<file path="src/rtl/prim_ram_2p_scrub_ctrl.sv">
// Port-A initiator for the ECC-protected 2-port RAM wrapper: zero-init, periodic
// scrub reads, write-back of corrected words, and saturating error counters.
module prim_ram_2p_scrub_ctrl #(
    parameter int Depth  = 512,
    parameter int Width  = 32,
    parameter int SramAw = (Depth > 1) ? $clog2(Depth) : 1,
    parameter int IntW   = 16,
    parameter int CntW   = 8
) (
    input  logic              clk_a_i,
    input  logic              rst_ni,
    input  logic              init_req_i,
    input  logic              scrub_en_i,
    input  logic [IntW-1:0]   scrub_int_i,
    input  logic              clr_cnt_i,
    output logic              req_o,
    output logic              write_o,
    output logic [SramAw-1:0] addr_o,
    output logic [Width-1:0]  wdata_o,
    input  logic              rvalid_i,
    input  logic [Width-1:0]  rdata_i,
    input  logic [1:0]        rerror_i,
    output logic              init_done_o,
    output logic              busy_o,
    output logic [CntW-1:0]   corr_cnt_o,
    output logic [CntW-1:0]   uncorr_cnt_o
);

    typedef enum logic [2:0] {
        ST_IDLE,
        ST_INIT,
        ST_RD,
        ST_RWAIT,
        ST_WB
    } state_e;

    localparam logic [SramAw-1:0] LastAddr = SramAw'(Depth - 1);
    localparam logic [CntW-1:0]   CntMax   = '1;

    state_e              r_state;
    logic                r_init_pend;
    logic                r_init_done;
    logic [SramAw-1:0]   r_scrub_addr;
    logic [IntW-1:0]     r_timer;
    logic                r_req;
    logic                r_write;
    logic [SramAw-1:0]   r_addr;
    logic [Width-1:0]    r_wdata;
    logic [CntW-1:0]     r_corr_cnt;
    logic [CntW-1:0]     r_uncorr_cnt;

    logic                w_last_init;
    logic [SramAw-1:0]   w_next_scrub;
    logic                w_corr_hit;
    logic                w_uncorr_hit;

    assign w_last_init  = (r_addr == LastAddr);
    assign w_next_scrub = (r_scrub_addr == LastAddr) ? '0 : r_scrub_addr + SramAw'(1);
    // Uncorrectable wins when both status bits are set.
    assign w_uncorr_hit = (r_state == ST_RWAIT) && rvalid_i && rerror_i[1];
    assign w_corr_hit   = (r_state == ST_RWAIT) && rvalid_i && !rerror_i[1] && rerror_i[0];

    always_ff @(posedge clk_a_i or negedge rst_ni) begin
        if (!rst_ni) begin
            r_state      <= ST_IDLE;
            r_init_pend  <= 1'b0;
            r_init_done  <= 1'b0;
            r_scrub_addr <= '0;
            r_timer      <= '0;
            r_req        <= 1'b0;
            r_write      <= 1'b0;
            r_addr       <= '0;
            r_wdata      <= '0;
        end else begin
            r_req   <= 1'b0;
            r_write <= 1'b0;
            if (r_state == ST_IDLE && r_timer != '0) begin
                r_timer <= r_timer - IntW'(1);
            end
            // A request seen during INIT is dropped rather than queued for a rerun.
            if (init_req_i && r_state != ST_INIT) begin
                r_init_pend <= 1'b1;
            end
            case (r_state)
                ST_IDLE: begin
                    if (r_init_pend) begin
                        r_state     <= ST_INIT;
                        r_req       <= 1'b1;
                        r_write     <= 1'b1;
                        r_addr      <= '0;
                        r_wdata     <= '0;
                        r_init_done <= 1'b0;
                    end else if (scrub_en_i && r_timer == '0) begin
                        r_state <= ST_RD;
                        r_req   <= 1'b1;
                        r_addr  <= r_scrub_addr;
                    end
                end
                ST_INIT: begin
                    if (w_last_init) begin
                        r_state      <= ST_IDLE;
                        r_init_done  <= 1'b1;
                        r_init_pend  <= 1'b0;
                        r_scrub_addr <= '0;
                    end else begin
                        r_req   <= 1'b1;
                        r_write <= 1'b1;
                        r_addr  <= r_addr + SramAw'(1);
                    end
                end
                ST_RD: begin
                    r_state <= ST_RWAIT;
                end
                ST_RWAIT: begin
                    if (w_corr_hit) begin
                        r_state <= ST_WB;
                        r_req   <= 1'b1;
                        r_write <= 1'b1;
                        r_addr  <= r_scrub_addr;
                        r_wdata <= rdata_i;
                    end else if (rvalid_i) begin
                        r_state      <= ST_IDLE;
                        r_scrub_addr <= w_next_scrub;
                        r_timer      <= scrub_int_i;
                    end
                end
                ST_WB: begin
                    r_state      <= ST_IDLE;
                    r_scrub_addr <= w_next_scrub;
                    r_timer      <= scrub_int_i;
                end
                default: begin
                    r_state <= ST_IDLE;
                end
            endcase
        end
    end

    always_ff @(posedge clk_a_i or negedge rst_ni) begin
        if (!rst_ni) begin
            r_corr_cnt   <= '0;
            r_uncorr_cnt <= '0;
        end else if (clr_cnt_i) begin
            r_corr_cnt   <= '0;
            r_uncorr_cnt <= '0;
        end else begin
            if (w_corr_hit && r_corr_cnt != CntMax) begin
                r_corr_cnt <= r_corr_cnt + CntW'(1);
            end
            if (w_uncorr_hit && r_uncorr_cnt != CntMax) begin
                r_uncorr_cnt <= r_uncorr_cnt + CntW'(1);
            end
        end
    end

    assign req_o        = r_req;
    assign write_o      = r_write;
    assign addr_o       = r_addr;
    assign wdata_o      = r_wdata;
    assign init_done_o  = r_init_done;
    assign busy_o       = (r_state != ST_IDLE);
    assign corr_cnt_o   = r_corr_cnt;
    assign uncorr_cnt_o = r_uncorr_cnt;

endmodule
</file>
<file path="config.mk">
export PLATFORM = sky130hd
export DESIGN_NAME = prim_ram_2p_scrub_ctrl
export DESIGN_NICKNAME = d
export VERILOG_FILES = /design/src/rtl/prim_ram_2p_scrub_ctrl.sv
export SDC_FILE = /design/constraint.sdc
export NUM_CORES = 1
export LEC_CHECK = 0
export CAP_MARGIN = 0
export CORE_ASPECT_RATIO = 0.6
export CORE_UTILIZATION = 50
export DETAILED_ROUTE_END_ITERATION = 7
export GPL_ROUTABILITY_DRIVEN = 0
export PLACE_DENSITY = 0.79
export REMOVE_ABC_BUFFERS = 1
export SYNTH_ARGS = -nofsm -noshare
export SYNTH_HDL_FRONTEND = slang
export SYNTH_SLANG_ARGS = --single-unit
</file>
<file path="constraint.sdc">
create_clock -name clk_a_i -period 3.4 [get_ports clk_a_i]
set_input_delay 0.68 -clock clk_a_i [delete_from_list [all_inputs] [get_ports clk_a_i]]
set_output_delay 0.68 -clock clk_a_i [all_outputs]
set_load 0.02 [all_outputs]
</file>
Yosys cells after proc, flatten, opt, wreduce, memory -nomap -nowiden
Cells that the tools add are included.

word-level totals
  flip-flop bits (word level) = 89
  bits of input ports = 56

operators by class
  add/subtract/negate cells = 5
  eq/ne operators = 17
  muxes and demuxes = 40
  reduce and logical (&&, ||, !) cells = 25

operator list
  cell                                                count
  2-to-1 mux 9 bit                                    8
  2-to-1 mux 32 bit                                   2
  case mux 32 bit (2 select lines)                    1
  case mux 9 bit (3 select lines)                     2
  2-to-1 mux 16 bit                                   3
  2-to-1 mux 8 bit                                    4
  case mux 16 bit (2 select lines)                    1
  adder 9 x 1 -> 9 bit, second input constant         2
  == test 9 bit, second input constant                2
  adder 8 x 1 -> 8 bit, second input constant         2
  logical NOT 16 bit                                  1
  != test 8 bit, second input constant                2
  nonzero test 16 bit                                 1
  subtractor 16 x 1 -> 16 bit, second input constant  1
  2-to-1 mux 3 bit                                    5
  != test 2 bit, second input constant                6
  case mux 3 bit (4 select lines)                     1
  2-to-1 mux 1 bit                                    10
  logical AND 1 bit                                   9
  AND reduction 3 bit                                 3
  nonzero test 3 bit                                  3
  AND reduction 4 bit                                 2
  nonzero test 2 bit                                  4
  == test 3 x 2 -> 1 bit, second input constant       2
  other kinds (9)                                     10

Depth between registers and ports, before layout
  depth in word-level cells = 7
  gate-level depth with buffers = 11
  mapped depth without buffers = 11

Worst setup path before layout
Ideal clock, no wire load.

  path type = reg-to-reg
  start = register r_addr[0], in the netlist addr_o[0]
  end = register r_addr[0], in the netlist addr_o[0]
  arrival time = 2.498 ns
  data required time = 3.272 ns
  slack = 0.775 ns
  stages on the path, launching flop included = 12
  clock period less this slack = 2.625 ns
  cell sequence = dfrtp_1 -> ha_1 -> and3_1 -> nand4_1 -> nor2_1 -> ha_1 -> or4b_1 -> o211a_2 -> inv_2 -> a31oi_1 -> inv_2 -> mux2_1

on the way
  word-level cells in the longest chain between the ends = 3
  elaborated cells on any way between the ends = 6
  classes of those cells = 1 x add/sub; 2 x eq/ne; 2 x mux; 1 x reduce/logical

ends and longest elaborated chain
  item                                                                           line     source
  start, declared                                                                47       logic [SramAw-1:0] r_addr;
  start signal, assigned                                                         96       r_addr <= r_scrub_addr;
  start signal, assigned                                                         108      r_addr <= r_addr + SramAw'(1);
  start signal, assigned                                                         119      r_addr <= r_scrub_addr;
  adder 9 x 1 -> 9 bit / == test 9 bit (equally long branches)                   108, 57
  2-to-1 mux 9 bit / != test 2 bit (equally long branches)                       -
  case mux 9 bit (3 select lines) / AND reduction 4 bit (equally long branches)  -

Parallel ways exist; a longest one is shown, timed or not. The select of a mux whose other input is x is not followed.
A chain may end at the register's enable or synchronous reset.

Worst setup path after layout
  start = register r_addr[0], in the netlist addr_o[0]
  end = register r_addr[8], in the netlist addr_o[8]

The elaborated chain is that of the path after synthesis.

==> flow_summary.ini <==
[critical_path]
worst_ep_required_time_ns = 3.62
critical_path.endpoint_type = flop
cp-start-kind = flop
critPathKind = reg -> reg
slowest_delay_ns = 0.48
cp_data_arrival_time_ns = 3.02
r2r_cells = 11
slowest_stage = or4b_1
crit_chain = ha_1 -> and3_1 -> nand4_1 -> nor2_1 -> ha_1 -> or4b_1 -> o211a_2 -> inv_2 -> a31oi_1 -> inv_2 -> mux2_1
cp_max_fo = 7

[clock_network]
cts_tree = built
h-tree-depth = 3
clock_tree.buffer_depth = 2
cts_hold_buf = 0
clk_pin_slew_ns = 0.06
cts_root_buf = clkbuf_16
numCtsBuffers = 9
worstSkewPairLatency_ns = 0.34
cts_resized = 0
cts.sinks = 89
cts_setup_buffers = 0

[place]
io_buffers = 116
hpwl_mm = 8.99

[final_layout]
final_net_count = 688
drive_gt1_frac = 0.0784
area_growth_pct = 31.9
antenna_cells = 0

[global_routing]
grt_util_all_layers = 0.269
grt_overflow = 0
grt_max_degree = 65
grt_pass1_vias = 4159
grt_antenna_before_repair = 0
grt_pass1_wl_mm = 20.8

[routing]
viasPerCell = 5.98
vias = 4518
antenna_left = 0
post_drt_wl_per_cell_um = 16.7
finalWirelength_mm = 12.6
drc = 0
drt_iter0_markers = 453
first_pass_iters = 5

[sta]
clock.fmax_mhz = 357
finalMaxSlewViolations = 0
maxSlewHeadroom = 0.454
setup_viol = 0
worstMarginPinSlew_ns = 0.819
fin_crit_sh = 0.824
fin_worst_skew_ns = 0.00533
grt_setup_unrepaired = false
tns_ns = 0
hold_violations = 0
period_needed_ns = 2.80

[floorplanning]
die-width_um = 128
num_rows = 27
core_mm2 = 0.00922
io_pins = 117
die-area_mm2 = 0.00997
start_util = 0.518
die_y_um = 77.7

[synth]
synthSimpleGateAreaFrac = 0.240
synth_area_leaders = dfrtp_1, nand3_1, inv_1
synth_warnings = 0
ys.flop_type = dfrtp_1
synth_compound_area_frac = 0.195
yosys.area.top_type = dfrtp_1
synthXorXnorAreaFrac = 0
synth_adder_area_share = 0.0209
synth-edff-count = 0
yosysMostFrequentCell = dfrtp_1
ys_ff_latch = 89
yosysTopAreaCellShare = 0.466
synth_mux_area_frac = 0.0157
async_reset_ff_frac = 1.00
ys_types = 73
synth.avg_cell_area_um2 = 9.36
synth_area_mm2 = 0.00478
seq_area_frac_synth = 0.466
synth_top_family_by_area = simple AND/OR/NAND/NOR gates
syn_inst = 511
synth.top_cells.by_count = dfrtp_1, nand3_1, inv_1

[pwr]
finalPower_mw = 2.02
total_leakage_power_nw = 2.41
irDropWorstVdd_uv = 255
power_density_mw_per_mm2 = 320

[worst_hold_path]
hold_path.class = in -> async

[run]
max-cap-violations = 0

[outcome]
status = finished clean
## routing by layer
layer | wire, µm | up-vias | track usage | share of wire
met5 | 0 | - | 0 | 0
met4 | 136 | 0 | 0.0682 | 0.011
met3 | 1290 | 17 | 0.101 | 0.10
met2 | 5190 | 218 | 0.364 | 0.41
met1 | 5960 | 2160 | 0.398 | 0.47
li1 | - | 2123 | - | -
## final timing paths
path / startpoint / endpoint / slack [ns]
max in group asynchronous: rst_ni / wdata_o[29] / 2.31
worst max register to register: addr_o[0] / addr_o[8] / 0.60
worst min register to register: wdata_o[30] / wdata_o[30] / 0.53
worst min-delay path: rst_ni / r_scrub_addr[2] / 0.31
min in group clk_a_i: wdata_o[30] / wdata_o[30] / 0.53
worst max-delay path: addr_o[0] / addr_o[8] / 0.60
## where the power goes
| group | internal, mW | leakage (nW) | total (mW) | switching, mW |
|---|---|---|---|---|
| Sequential | 1.06 | 1.12 | 1.06 | 0.00323 |
| Combinational | 0.0600 | 1.17 | 0.0981 | 0.0381 |
| Clock | 0.476 | 0.120 | 0.854 | 0.378 |
| Total | 1.60 | 2.41 | 2.02 | 0.419 |
## worst max-delay path, delay by kind of cell, from the launching register on
kind	cells	cell delay, ns
compound gates	2	0.27
flops	1	0.44
fa+ha+maj	2	0.51
mux	1	0.33
buf+inv	2	0.27
simple gates	4	0.86
## through the flow
stage	setup slack [ns]	cell area, µm²	cells	utilization	hold slack [ns]
4_1_cts	0.626	6300	755	0.684	0.337
3_3_place_gp	0.719	6070	743	0.658	0.510
3_5_place_dp	0.654	6070	743	0.658	0.514
6_report	0.599	6300	755	0.684	0.312
5_1_grt	0.344	6300	755	0.684	0.365
2_1_floorplan	0.0688	4670	488	-	0.384
## placed cells by master (no fill, tap or decap), types with 4 or more instances in the layout
| cell type | count |
|---|---|
| clkdlybuf4s50_1 | 115 |
| dfrtp_1 | 89 |
| nand3_1 | 53 |
| inv_1 | 45 |
| o21ai_0 | 32 |
| nand2_1 | 31 |
| nor2_1 | 24 |
| a21oi_1 | 22 |
| o21ai_1 | 12 |
| or4_1 | 10 |
| buf_4 | 10 |
| clkbuf_16 | 9 |
| o311ai_0 | 8 |
| or3_1 | 8 |
| ha_1 | 8 |
| nor3_1 | 7 |
| a31oi_1 | 7 |
| o211ai_1 | 6 |
| nand2b_1 | 6 |
| nand3b_1 | 6 |
| nand4_1 | 6 |
| and3_1 | 6 |
| o41ai_1 | 6 |
| inv_2 | 4 |
| mux2_1 | 4 |
| and4_1 | 4 |
| a221o_1 | 4 |
| a32o_1 | 4 |
| a211oi_1 | 4 |
## state kept, by name, indices dropped and copies added (netlist names)
signal and cells:
uncorr_cnt_o 8, corr_cnt_o 8, addr_o 9, init_done_o 1, r_scrub_addr 9, write_o 1, r_init_pend 1, r_state 3
r_timer 16, wdata_o 32, req_o 1
## final cells by class
class                      count  area [µm²]
clock buffer                  10         229
multi-input combinational    350        2270
timing repair buffer         125        1230
clock inverter                 2        10.0
inverter                      49         184
tap                          130         163
sequential                    89        2230
fill                         714        2920
## cell families (layout without fill, tap and decap cells)
family / Yosys count / count (layout)
AND/OR/NAND/NOR: 197 / 197
multiplexers: 7 / 7
buffers and inverters: 72 / 186
adder cells (fa/ha/maj): 8 / 8
flip-flops: 89 / 89
AO/OA/AOI/OAI: 138 / 138
No activity file was read; power rests on OpenSTA's default activity.
